==> config.mk <==
export PLATFORM = sky130hd
export DESIGN_NAME = arb_sched8
export DESIGN_NICKNAME = d
export VERILOG_FILES = /design/src/rtl/arb_pkg.sv /design/src/rtl/arb_pick.sv /design/src/rtl/arb_sched8.sv
export SDC_FILE = /design/constraint.sdc
export NUM_CORES = 1
export LEC_CHECK = 0
export CORE_MARGIN = 2
export CORE_UTILIZATION = 60
export CTS_BUF_LIST = sky130_fd_sc_hd__clkbuf_4
export CTS_CLUSTER_SIZE = 20
export DETAILED_ROUTE_END_ITERATION = 8
export PLACE_DENSITY = 0.91
export SETUP_SLACK_MARGIN = 0.2
export SYNTH_ARGS = -nofsm -noshare
export SYNTH_HDL_FRONTEND = slang
export SYNTH_SLANG_ARGS = --single-unit
==> constraint.sdc <==
create_clock -name clk_i -period 9.68 [get_ports clk_i]
set_input_delay 1.936 -clock clk_i [delete_from_list [all_inputs] [get_ports clk_i]]
set_output_delay 1.936 -clock clk_i [all_outputs]
set_load 0.1 [all_outputs]
==> src/rtl/arb_pkg.sv <==
// Shared constants, state encoding and helpers for the eight-requester arbiter.
package arb_pkg;

  localparam int unsigned N              = 8;
  localparam int unsigned IDXW           = 3;
  localparam int unsigned MaxHoldDefault = 16;

  typedef enum logic {
    StIdle  = 1'b0,
    StGrant = 1'b1
  } arb_state_e;

  // Decode a requester index into a one-hot grant vector.
  function automatic logic [N-1:0] idx2onehot(input logic [IDXW-1:0] idx);
    logic [N-1:0] oh;
    oh      = '0;
    oh[idx] = 1'b1;
    return oh;
  endfunction

endpackage

==> src/rtl/arb_pick.sv <==
// Combinational winner search: descending from start_i with wrap when rr_i is set,
// otherwise plain highest-index-wins.
module arb_pick
  import arb_pkg::*;
(
  input  logic [N-1:0]    req_i,
  input  logic [IDXW-1:0] start_i,
  input  logic            rr_i,
  output logic [IDXW-1:0] idx_o,
  output logic            any_o
);

  // Walk the candidates in priority order and keep the first one that is requesting.
  always_comb begin
    logic [IDXW-1:0] base;
    logic [IDXW-1:0] cand;
    logic            found;
    idx_o = '0;
    found = 1'b0;
    cand  = '0;
    base  = rr_i ? start_i : IDXW'(N - 1);
    for (int unsigned i = 0; i < N; i++) begin
      // Index arithmetic is modulo N, so subtraction wraps 0 -> 7.
      cand = base - IDXW'(i);
      if (!found && req_i[cand]) begin
        idx_o = cand;
        found = 1'b1;
      end
    end
    any_o = |req_i;
  end

endmodule

==> src/rtl/arb_sched8.sv <==
// Eight-requester arbiter: fixed-priority or round-robin pick, registered one-hot grant held
// while the owner keeps requesting, with a hold timeout in round-robin mode.
module arb_sched8
  import arb_pkg::*;
#(
  parameter int unsigned MaxHold = MaxHoldDefault
) (
  input  logic            clk_i,
  input  logic            rst_ni,
  input  logic            en_i,
  input  logic            mode_i,
  input  logic [N-1:0]    req_i,
  output logic [N-1:0]    gnt_o,
  output logic [IDXW-1:0] gnt_idx_o,
  output logic            gnt_valid_o,
  output logic            timeout_o
);

  localparam logic [7:0] HoldLast = 8'(MaxHold - 1);

  arb_state_e      state_q;
  logic [N-1:0]    gnt_q;
  logic [IDXW-1:0] gnt_idx_q;
  logic            gnt_valid_q;
  logic            timeout_q;
  logic [IDXW-1:0] last_idx_q;
  logic [7:0]      hold_cnt_q;
  logic            mode_q;

  logic [IDXW-1:0] pick_start;
  logic [IDXW-1:0] pick_idx;
  logic            pick_any;
  logic            owner_drop;
  logic            hold_expired;

  // Round-robin search begins just below the previous winner.
  assign pick_start = last_idx_q - IDXW'(1);

  arb_pick u_pick (
    .req_i   (req_i),
    .start_i (pick_start),
    .rr_i    (mode_i),
    .idx_o   (pick_idx),
    .any_o   (pick_any)
  );

  // Release conditions for the current owner.
  always_comb begin
    owner_drop   = ~req_i[gnt_idx_q];
    hold_expired = mode_q && (hold_cnt_q == HoldLast) && (|(req_i & ~gnt_q));
  end

  // Arbiter FSM with registered grant outputs.
  always_ff @(posedge clk_i or negedge rst_ni) begin
    if (!rst_ni) begin
      state_q     <= StIdle;
      gnt_q       <= '0;
      gnt_idx_q   <= '0;
      gnt_valid_q <= 1'b0;
      timeout_q   <= 1'b0;
      last_idx_q  <= '0;
      hold_cnt_q  <= '0;
      mode_q      <= 1'b0;
    end else begin
      timeout_q <= 1'b0;
      case (state_q)
        StIdle: begin
          if (en_i && pick_any) begin
            state_q     <= StGrant;
            gnt_q       <= idx2onehot(pick_idx);
            gnt_idx_q   <= pick_idx;
            gnt_valid_q <= 1'b1;
            last_idx_q  <= pick_idx;
            hold_cnt_q  <= '0;
            mode_q      <= mode_i;
          end
        end
        StGrant: begin
          if (owner_drop || !en_i || hold_expired) begin
            state_q     <= StIdle;
            gnt_q       <= '0;
            gnt_idx_q   <= '0;
            gnt_valid_q <= 1'b0;
            // Owner drop and disable take precedence; only a pure hold expiry reports timeout.
            timeout_q   <= !owner_drop && en_i;
          end else if (hold_cnt_q != HoldLast) begin
            hold_cnt_q <= hold_cnt_q + 8'd1;
          end
        end
        default: state_q <= StIdle;
      endcase
    end
  end

  assign gnt_o       = gnt_q;
  assign gnt_idx_o   = gnt_idx_q;
  assign gnt_valid_o = gnt_valid_q;
  assign timeout_o   = timeout_q;

endmodule

Word level (Yosys, flattened, before mapping):

Index checks and enable logic that the tools add are counted.

* flip-flop bits (word level): 26
* output and inout bits: 13

* add/sub/neg operators: 9
* $lt $le $gt $ge: 11
* equality and inequality tests: 6
* multiplexer cells: 54
* bitwise operators: 4
* reductions and logical operators: 27

Operators with widths (number)
* 3-bit by 4-bit less-than comparator with 1-bit output (second input constant): 10
* 8-bit 2-to-1 mux: 5
* 3-bit 2-to-1 mux: 11
* 8-bit case mux with 2 select lines: 2
* 1-bit binary-select mux with 3-bit select: 9
* 1-bit 2-to-1 mux: 23
* 8-bit OR reduction: 2
* 1-bit logical AND: 12
* 3-bit subtractor (second input constant): 4
* 8-bit by 1-bit adder with 8-bit output (second input constant): 1
* 8-bit bitwise AND: 1
* 8-bit by 4-bit equality test with 1-bit output (second input constant): 1
* 1-bit zero test: 8
* 8-bit by 4-bit inequality test with 1-bit output (second input constant): 1
* 8-bit inverter: 1
* 3-bit case mux with 2 select lines: 1
* 3-bit by 1-bit subtractor with 3-bit output (second input constant): 2
* 3-bit by 2-bit subtractor with 3-bit output (second input constant): 2
* 2-bit by 1-bit inequality test with 1-bit output (second input constant): 2
* 2-bit inequality test (second input constant): 2
* 1-bit case mux with 2 select lines: 2
* 2-bit AND reduction: 2
* 1-bit demux with 3-bit select: 1
* 3-bit by 1-bit >= comparator with 1-bit output (second input constant): 1
* other kinds (3): 5

Logic depth before layout (Yosys ltp):

Gate-level depths: netlist of run 1.

* word-level depth: 32
* mapped depth: 14
* mapped depth without buffers: 12

Modules after synthesis:

From an unflattened synthesis of run 1, not the netlist that was laid out.

* cells, all modules: 262
* area total of the unflattened synthesis: 2341.0 um^2

Modules (own cells, without submodules)
* arb_sched8: instances 1, cells an instance 153, area an instance 1498.9 um^2
* arb_pick: instances 1, cells an instance 109, area an instance 842.1 um^2

Least setup slack after synthesis of run 1:

Ideal clock, no wire load.

* path type: in2reg
* from: input mode_i
* to: register gnt_q[4], in the netlist gnt_o[4]
* arrival time: 4.824 ns
* slack: 4.733 ns
* stages: 12
* buffers on the path: 2
* cell sequence: buf_6 > nand2_2 > inv_1 > clkbuf_1 > ha_1 > xor2_1 > mux2_2 > or4_4 > o221ai_1 > o31ai_1 > o2bb2ai_1 > a32o_1

* word-level cells in the longest chain between the ends: 31
* elaborated cells on any way between the ends: 60
* those cells by class: add/sub (7); order compare (2); mux (36); reduce/logical (15)

RTL lines
* start: declaration: RTL line arb_sched8.sv:11 `input logic mode_i,`
* 3-bit 2-to-1 mux (*): RTL line arb_pick.sv:21 `base = rr_i ? start_i : IDXW'(N - 1);`
* parallel branches: the longest is 23 deep, another holds 3-bit by 1-bit subtractor with 3-bit output
* 3-bit 2-to-1 mux (*): RTL line arb_pick.sv:25 `if (!found && req_i[cand]) begin`
* 3-bit by 4-bit less-than comparator with 1-bit output (not written as such) or 3-bit by 1-bit >= comparator with 1-bit output (tied branches): RTL line arb_pkg.sv:17 `oh[idx] = 1'b1;`
* 1-bit logical AND (not written as such): RTL line arb_pkg.sv:17
* 1-bit 2-to-1 mux (not written as such): RTL line arb_pkg.sv:17
* 1-bit demux with 3-bit select (*): RTL line arb_pkg.sv:17
* 8-bit 2-to-1 mux (*): RTL line arb_sched8.sv:68 `if (en_i && pick_any) begin`
* 8-bit case mux with 2 select lines (*): RTL line arb_sched8.sv:66 `case (state_q)`
* end signal: assignment: RTL line arb_sched8.sv:70 `gnt_q <= idx2onehot(pick_idx);`
* end: declaration: RTL line arb_sched8.sv:22 `logic [N-1:0] gnt_q;`

Every way passes the cells marked *. The select of a mux whose other input is x is not followed.
A chain may end at the register's enable or synchronous reset.

Worst setup path after layout of run 1:

* from: input mode_i
* to: register gnt_q[1], in the netlist gnt_o[1]

The elaborated chain is that of the path after synthesis.

==> results.json, run 1 <==
{
  "clockBufferDepth": 2,
  "clock_skew_ns": 0.00805,
  "setup_tns_ns": 0,
  "min-delay-path-class": "flop to flop",
  "drive_above_1_share_pct": 11.4,
  "hpwlAfterDp_mm": 3.93,
  "met2_usage_pct": 43.1,
  "drc_errors": 0,
  "cts_buffers": 3,
  "nNetsFinal": 280,
  "syn_area_per_cell_um2": 8.96,
  "arrival_ns": 5.86,
  "cts_tree": "built",
  "postSynthCellCount": 242,
  "post_cts.repair.setup_buffers": 0,
  "antenna_left": 0,
  "start_kind": "input port",
  "timing.fmax_mhz": 177,
  "grt_pass1_wl_mm": 8.85,
  "dieWidth_um": 64.1,
  "gp_congestion": 0.902,
  "vias": 2024,
  "syn-num-nets": 258,
  "hold_viol_final": 0,
  "n_fill_cell": 259,
  "wl_per_cell_um": 17.0,
  "ys_seq_area_share_pct": 30.0,
  "cp_slowest_cell": "clkdlybuf4s50_1",
  "rows": 21,
  "antenna_found_initial": 0,
  "die_h_um": 64.1,
  "status": "completed",
  "cp_top_family": "buffers and inverters",
  "timing.final.max_slew_violations": 0,
  "multi_input_area_um2": 1410,
  "cts_max_level": 1,
  "end_kind": "flop",
  "worst-path-buf-inv": 2,
  "yosys_warnings": 0,
  "final_cells": 309,
  "syn_area_um2": 2170,
  "area_delta_synth_final_pct": 13.8,
  "ctsResizeCount": 0,
  "ys.flop_type": "dfrtp_1",
  "setup_viol": 0,
  "drtIter0Drc": 281,
  "drt-total-wl_mm": 5.26,
  "rsz0062_at_grt": "false",
  "use_met1_pct": 39.2,
  "track_usage_pct": 27.3,
  "io_pins": 25,
  "vias_per_cell": 6.55,
  "async_reset_ff_share_pct": 100,
  "min_period_ns": 5.64,
  "slew_headroom_pct": 26.9,
  "worstSetupPathType": "input port to flop",
  "clk_latency_ns": 0.32,
  "final-seq-area_um2": 651,
  "worst_pin_slew_ns": 1.09,
  "finalCritPeriodShare_pct": 58.3,
  "synth_edf_count": 0,
  "final_cell_mix": "nand2_1 (26), dfrtp_1 (26), clkdlybuf4s50_1 (24)",
  "grt_max_degree": 27,
  "cts_root_buf": "clkbuf_4",
  "worstPathMaxFanout": 13,
  "grt_pass1_vias": 1851,
  "maxCapViolCount": 0,
  "die_area_um2": 4110,
  "critPathMaxStageDelay_ns": 0.69,
  "cts.sinks": 26,
  "grt_overflow_total": 0,
  "path_clk_slew_ns": 0.14,
  "yosys_register_bits": 26,
  "ys_types": 62,
  "required_ns": 9.90,
  "core_area_um2": 3420,
  "holdBufCountCts": 0,
  "grt_busiest_layer": "met2",
  "initial_utilization_pct": 63.5,
  "met3_usage_pct": 2.82,
  "dr.pass1.iters": 5,
  "crit_chain": "clkdlybuf4s50_1 -> nand2_2 -> inv_1 -> ha_1 -> xor2_1 -> mux2_2 -> or4_4 -> o221ai_1 -> o31ai_1 -> o2bb2ai_1 -> a32o_1",
  "placed_cells": 305,
  "io_buffers": 24,
  "antennaDiodeCount": 0
}
[worst register-to-register path: stages (launching register included)]
cell	delay, ns
dfrtp_1	0.50
inv_1	0.08
ha_1	0.35
nand2_2	0.15
inv_1	0.34
ha_1	0.28
xor2_1	0.39
mux2_2	0.44
or4_4	0.60
o221ai_1	0.25
o31ai_1	0.16
o2bb2ai_1	0.26
a32o_1	0.31
[worst paths after layout]
check	start	to	slack, ns	depth (start not counted)
max	mode_i	gnt_o[1]$_DFFE_PN0P_	4.04	11
min	gnt_valid_o$_DFFE_PN0P_	gnt_valid_o$_DFFE_PN0P_	0.51	2
min reg2reg	gnt_valid_o$_DFFE_PN0P_	gnt_valid_o$_DFFE_PN0P_	0.51	2
min in group asynchronous	rst_ni	gnt_valid_o$_DFFE_PN0P_	2.19	1
max in group asynchronous	rst_ni	last_idx_q[0]$_DFFE_PN0P_	6.84	1
max reg2reg	last_idx_q[0]$_DFFE_PN0P_	gnt_o[1]$_DFFE_PN0P_	5.49	12
[logic make-up (layout without fill, tap and decap cells)]
| family | count (synthesis) | count (layout) | synth area share (%) |
|---|---|---|---|
| multiplexers | 23 | 23 | 13.1 |
| adder cells (fa/ha/maj) | 4 | 4 | 2.31 |
| buffers and inverters | 21 | 42 | 4.91 |
| AND/OR/NAND/NOR | 89 | 89 | 21.6 |
| flip-flops | 26 | 26 | 30.0 |
| AO/OA/AOI/OAI | 69 | 69 | 23.7 |
| XOR/XNOR | 10 | 10 | 4.39 |
[cell usage after synthesis, drive strengths merged, types with 2 or more instances]
library cell  count  area share, %
a221oi            3            1.2
mux4              4            4.2
a32o              9            4.2
mux2              3            1.6
buf               5            2.0
mux2i            16            7.4
nor2             18            3.9
xor2              8            3.2
a21o              6            2.3
o21ai            15            3.5
a2111oi           2           0.87
nand3            10            2.3
o21a              2           0.69
clkbuf            2           0.35
nor4              3           0.87
ha                4            2.3
nand4b            2           0.81
o22ai             3           0.87
inv              14            2.5
nor3              2           0.46
nand4             5            1.4
o211ai            2           0.69
or3               2           0.58
and2              5            1.6
xnor2             2            1.2
a2bb2oi           2            1.1
a22o              2           0.87
nand2            27            4.8
a21boi            2           0.69
and3              7            2.3
a31oi             2           0.58
a21oi             9            2.1
nor2b             3           0.87
a211oi            2           0.92
dfrtp            26             30
[per-stage QoR]
stage | hold WS (ns) | util [%] | worst slack, ns | instance area (um^2)
after floorplan | 0.446 | - | 4.73 | 2170
after global placement | 0.464 | 70.7 | 3.99 | 2410
after detailed placement | 0.473 | 70.7 | 3.83 | 2410
after CTS | 0.511 | 72.2 | 4.14 | 2470
after global routing | 0.555 | 72.2 | 3.82 | 2470
final | 0.507 | 72.2 | 4.04 | 2470
[final cells by class]
cell class	instances	area share, %
Inverter	14	2.23
Sequential cell	26	26.4
Tap cell	46	2.33
Clock buffer	3	0.913
Clock inverter	1	1.22
Multi-Input combinational cell	195	57.2
Timing Repair Buffer	24	9.74
[per-layer routing]
layer,wire (um),up-vias,share of wire (%)
met5,0,-,0
met4,148,0,2.8
met3,335,16,6.4
met2,2390,98,45
met1,2390,951,45
li1,-,959,-
[state kept, by name, indices dropped and copies added (netlist names)]
signal	flops
gnt_idx_o	3
gnt_o	8
gnt_valid_o	1
hold_cnt_q	8
last_idx_q	3
mode_q	1
state_q	1
timeout_o	1
Power of run 1 is left out: the tool's default activity adds up to more than one toggle a clock period on the data nets, which glitch-free logic cannot reach.
==> run 2, diff against run 1 <==
--- a/config.mk
+++ b/config.mk
@@ -6,11 +6,11 @@
 export NUM_CORES = 1
 export LEC_CHECK = 0
 export CORE_MARGIN = 2
-export CORE_UTILIZATION = 60
+export CORE_UTILIZATION = 58
 export CTS_BUF_LIST = sky130_fd_sc_hd__clkbuf_4
 export CTS_CLUSTER_SIZE = 20
 export DETAILED_ROUTE_END_ITERATION = 8
-export PLACE_DENSITY = 0.91
+export PLACE_DENSITY = 0.88
 export SETUP_SLACK_MARGIN = 0.2
 export SYNTH_ARGS = -nofsm -noshare
 export SYNTH_HDL_FRONTEND = slang
==> constraint.sdc (replaced) <==
create_clock -name clk_i -period 5.7 [get_ports clk_i]
set_input_delay 1.14 -clock clk_i [delete_from_list [all_inputs] [get_ports clk_i]]
set_output_delay 1.14 -clock clk_i [all_outputs]
set_load 0.1 [all_outputs]
==> run 2 against run 1 <==
  * Flip-flop and latch count unchanged
  * Sequential share of layout area grew 0.26 points
  * Worst setup slack got worse by 3.0 ns
  * Cell area decreased by 0.96%
  * First-iteration DRC count decreased by 39%
  * Register-to-register slack worse by 3.8 ns
  * Die area increased by 3.2%
  * Via count fell by 1.0%
  * Final cell count grew 0.65%
  * Critical path depth unchanged
==> results.json, run 2 (synthesis results as in run 1) <==
{
  "area_delta_synth_final_pct": 12.7,
  "hold_viol_final": 0,
  "rsz0062_at_grt": "false",
  "end_kind": "flop",
  "min-delay-path-class": "flop to flop",
  "slew_headroom_pct": 27.2,
  "gp_congestion": 0.918,
  "cts_root_buf": "clkbuf_4",
  "drive_above_1_share_pct": 11.0,
  "vias": 2003,
  "timing.fmax_mhz": 214,
  "clock_skew_ns": 0.00430,
  "timing.final.max_slew_violations": 0,
  "clockBufferDepth": 2,
  "antenna_found_initial": 0,
  "pre_cts_slack_ns": 0.705,
  "clk_latency_ns": 0.32,
  "n_fill_cell": 294,
  "maxCapViolCount": 0,
  "start_kind": "input port",
  "arrival_ns": 4.95,
  "grt_max_degree": 27,
  "final_cell_mix": "nand2_1 (26), dfrtp_1 (26), clkdlybuf4s50_1 (24)",
  "setup_tns_ns": 0,
  "grt_overflow_total": 0,
  "cts.sinks": 26,
  "holdBufCountCts": 0,
  "nNetsFinal": 280,
  "io_buffers": 24,
  "core_area_um2": 3630,
  "ctsResizeCount": 0,
  "grt_pass1_wl_mm": 8.57,
  "whs_path_depth": 2,
  "status": "completed",
  "io_pins": 25,
  "hpwlAfterDp_mm": 4.03,
  "worst_pin_slew_ns": 1.09,
  "grt_pass1_vias": 1819,
  "required_ns": 5.97,
  "cts_tree": "built",
  "min_period_ns": 4.68,
  "post_cts.repair.setup_buffers": 0,
  "worstSetupPathType": "input port to flop",
  "path_clk_slew_ns": 0.13,
  "antennaDiodeCount": 0,
  "track_usage_pct": 26.3,
  "drc_errors": 0,
  "finalCritPeriodShare_pct": 82.2,
  "antenna_left": 0,
  "die_area_um2": 4240,
  "worstPathMaxFanout": 13,
  "worst_slack_ns": 1.02,
  "drt-total-wl_mm": 5.15,
  "wl_per_cell_um": 16.6,
  "drtIter0Drc": 172,
  "r2r_cells": 12,
  "initial_utilization_pct": 59.7,
  "cts_max_level": 1,
  "rows": 22,
  "vias_per_cell": 6.44,
  "dr.pass1.iters": 4,
  "cts_buffers": 3,
  "setup_viol": 0,
  "dieWidth_um": 65.1,
  "die_h_um": 65.1
}
## run 2: final cells by class
class / instances / area, um^2 / area share, %
multi-input cells: 195 / 1410 / 57.8
inverters: 14 / 55.1 / 2.25
clock inverters: 1 / 3.75 / 0.154
repair buffers: 24 / 240 / 9.83
well taps: 48 / 60.1 / 2.46
flip-flops and latches: 26 / 651 / 26.6
clock buffers: 3 / 22.5 / 0.922
## run 2: path summary, 6_finish.rpt
| kind | start | end | slack [ns] |
|---|---|---|---|
| setup / recovery | mode_i | gnt_o[7]$_DFFE_PN0P_ | 1.02 |
| hold reg to reg | gnt_valid_o$_DFFE_PN0P_ | gnt_valid_o$_DFFE_PN0P_ | 0.50 |
| setup reg to reg | last_idx_q[0]$_DFFE_PN0P_ | gnt_o[7]$_DFFE_PN0P_ | 1.67 |
| hold / removal | gnt_valid_o$_DFFE_PN0P_ | gnt_valid_o$_DFFE_PN0P_ | 0.50 |
| min in group asynchronous | rst_ni | gnt_idx_o[2]$_DFFE_PN0P_ | 1.39 |
| max in group asynchronous | rst_ni | gnt_o[0]$_DFFE_PN0P_ | 3.66 |
## run 2: critical path, cell delays in order
cell             delay, ns
clkdlybuf4s50_1       0.69
nand2_2               0.21
inv_1                 0.34
ha_1                  0.27
xor2_1                0.33
mux2_2                0.43
or4_4                 0.59
nor2_1                0.14
a2111oi_1             0.11
a211oi_2              0.46
a32o_2                0.24
## run 2: through the flow
stage | hold slack [ns] | std cells | utilization [%] | instance area, um^2
after floorplan | 0.446 | 242 | - | 2170
final | 0.499 | 311 | 67.3 | 2440
after detailed placement | 0.463 | 307 | 66.5 | 2420
after global placement | 0.462 | 307 | 66.5 | 2420
after global routing | 0.535 | 311 | 67.3 | 2440
after CTS | 0.504 | 311 | 67.3 | 2440
## run 2: metal layers
layer  global-route usage, %  part of all wire [%]  up-vias
met2                    43.9                    48       69
met1                    35.2                    44      958
met3                    1.71                   4.4       15
met5                       0                     0        -
met4                    12.5                   3.2        0
li1                        -                     -      961
Power of run 2 is left out for the same reason.
==> run 3, diff against run 2 <==
==> constraint.sdc (replaced) <==
create_clock -name clk_i -period 4.8 [get_ports clk_i]
set_input_delay 0.96 -clock clk_i [delete_from_list [all_inputs] [get_ports clk_i]]
set_output_delay 0.96 -clock clk_i [all_outputs]
set_load 0.1 [all_outputs]
==> run 3 against run 2 <==
  * Register-to-register slack got worse by 0.64 ns
  * Critical path type unchanged
  * Final cell count rose by 2.3%
  * First-iteration DRC count rose by 26%
  * Worst setup slack got worse by 0.41 ns
  * Hold slack improved by 0.0059 ns
  * Critical endpoint is now gnt_o[5]$_DFFE_PN0P_
  * Via count rose by 3.1%
  * Cell area rose by 3.2%
  * Die area did not move
  * Global-route usage rose by 1.8 points
  * Utilization rose by 2.2 points
  * Highest routed layer unchanged
==> results.json, run 3 (synthesis results as in run 1) <==
{
  "area_delta_synth_final_pct": 16.3,
  "required_ns": 5.07,
  "vias_per_cell": 6.50,
  "grt_busiest_layer": "met2",
  "cts_buffers": 3,
  "hpwlAfterDp_mm": 4.24,
  "clock_skew_ns": 0.00659,
  "vias": 2066,
  "dr.pass1.iters": 4,
  "initial_utilization_pct": 59.7,
  "reg2reg_slack_ns": 1.03,
  "status": "completed",
  "setup_tns_ns": 0,
  "cts_tree": "built",
  "grt_overflow_total": 0,
  "clk_latency_ns": 0.32,
  "antenna_found_initial": 0,
  "timing.final.max_slew_violations": 0,
  "met3_usage_pct": 3.25,
  "ctsResizeCount": 0,
  "start_kind": "input port",
  "slew_headroom_pct": 26.2,
  "met2_usage_pct": 49.6,
  "n_fill_cell": 307,
  "min_period_ns": 4.20,
  "holdBufCountCts": 0,
  "track_usage_pct": 28.1,
  "timing.fmax_mhz": 238,
  "rows": 22,
  "wl_per_cell_um": 17.6,
  "drc_errors": 0,
  "cts.sinks": 26,
  "drtIter0Drc": 217,
  "die_h_um": 65.1,
  "min-delay-path-class": "flop to flop",
  "post_cts.repair.setup_buffers": 0,
  "cp_slowest_cell": "clkdlybuf4s50_1",
  "drt-total-wl_mm": 5.61,
  "gp_congestion": 0.877,
  "worstPathMaxFanout": 13,
  "rsz0062_at_grt": "false",
  "final_cell_mix": "nand2_1 (26), dfrtp_1 (26), clkdlybuf4s50_1 (24)",
  "maxCapViolCount": 0,
  "nNetsFinal": 287,
  "grt_pass1_wl_mm": 9.27,
  "io_buffers": 24,
  "use_met1_pct": 34.4,
  "dieWidth_um": 65.1,
  "grt_pass1_vias": 1990,
  "core_area_um2": 3630,
  "setup_viol": 0,
  "worst_pin_slew_ns": 1.10,
  "arrival_ns": 4.46,
  "worstSetupPathType": "input port to flop",
  "drive_above_1_share_pct": 13.7,
  "die_area_um2": 4240,
  "antenna_left": 0,
  "crit_chain": "clkdlybuf4s50_1 -> and2_4 -> ha_1 -> xor2_1 -> mux2_2 -> or4_4 -> o31ai_1 -> o2bb2ai_1 -> a32o_1",
  "grt_max_degree": 27,
  "antennaDiodeCount": 0,
  "clockBufferDepth": 2,
  "critPathMaxStageDelay_ns": 0.69,
  "cts_root_buf": "clkbuf_4",
  "finalCritPeriodShare_pct": 87.4,
  "io_pins": 25,
  "hold_viol_final": 0,
  "cts_max_level": 1,
  "final-seq-area_um2": 651,
  "path_clk_slew_ns": 0.12,
  "multi_input_area_um2": 1410,
  "end_kind": "flop"
}
run 3: changes by cell type in the layout (fill, tap and decap cells not counted):
cell and change:
buf_4 +7, bufinv_16 +1, clkinv_1 -1
run 3: worst max-delay path: cells and delay by family:
kind	cells	cell delay, ns
compound gates	3	0.98
simple gates	2	0.85
mux	1	0.43
buf+inv	1	0.69
xor+xnor	1	0.33
fa+ha+maj	1	0.20
run 3: path summary, 6_finish.rpt:
kind | from | to | cells after the start
setup / recovery | mode_i | gnt_o[5]$_DFFE_PN0P_ | 9
min in group asynchronous | rst_ni | gnt_idx_o[1]$_DFFE_PN0P_ | 1
hold / removal | gnt_valid_o$_DFFE_PN0P_ | gnt_valid_o$_DFFE_PN0P_ | 2
setup reg to reg | last_idx_q[0]$_DFFE_PN0P_ | gnt_o[5]$_DFFE_PN0P_ | 12
hold reg to reg | gnt_valid_o$_DFFE_PN0P_ | gnt_valid_o$_DFFE_PN0P_ | 2
max in group asynchronous | rst_ni | gnt_o[5]$_DFFE_PN0P_ | 1
run 3: final cells by class:
type / count / area share (%)
timing repair buffer: 31 / 11.6
clock inverter: 1 / 1.19
clock buffer: 3 / 0.893
multi-input combinational: 195 / 56.0
tap: 48 / 2.38
inverter: 14 / 2.18
sequential: 26 / 25.8
run 3: per-stage QoR:
step	setup WS (ns)	instances	instance area (um^2)	utilization, %	hold WS, ns
CTS	0.676	318	2520	69.4	0.507
global route	0.435	318	2520	69.4	0.531
floorplan	0.829	242	2170	-	0.446
finish	0.604	318	2520	69.4	0.505
global placement	0.413	314	2470	68.0	0.463
detailed placement	0.351	314	2470	68.0	0.472
run 3: metal layers:
layer / up-vias / routed length, um
met1: 992 / 2300
met2: 80 / 2780
met4: 0 / 216
met5: - / 0
li1: 969 / -
met3: 25 / 306
Power of run 3 is left out for the same reason.
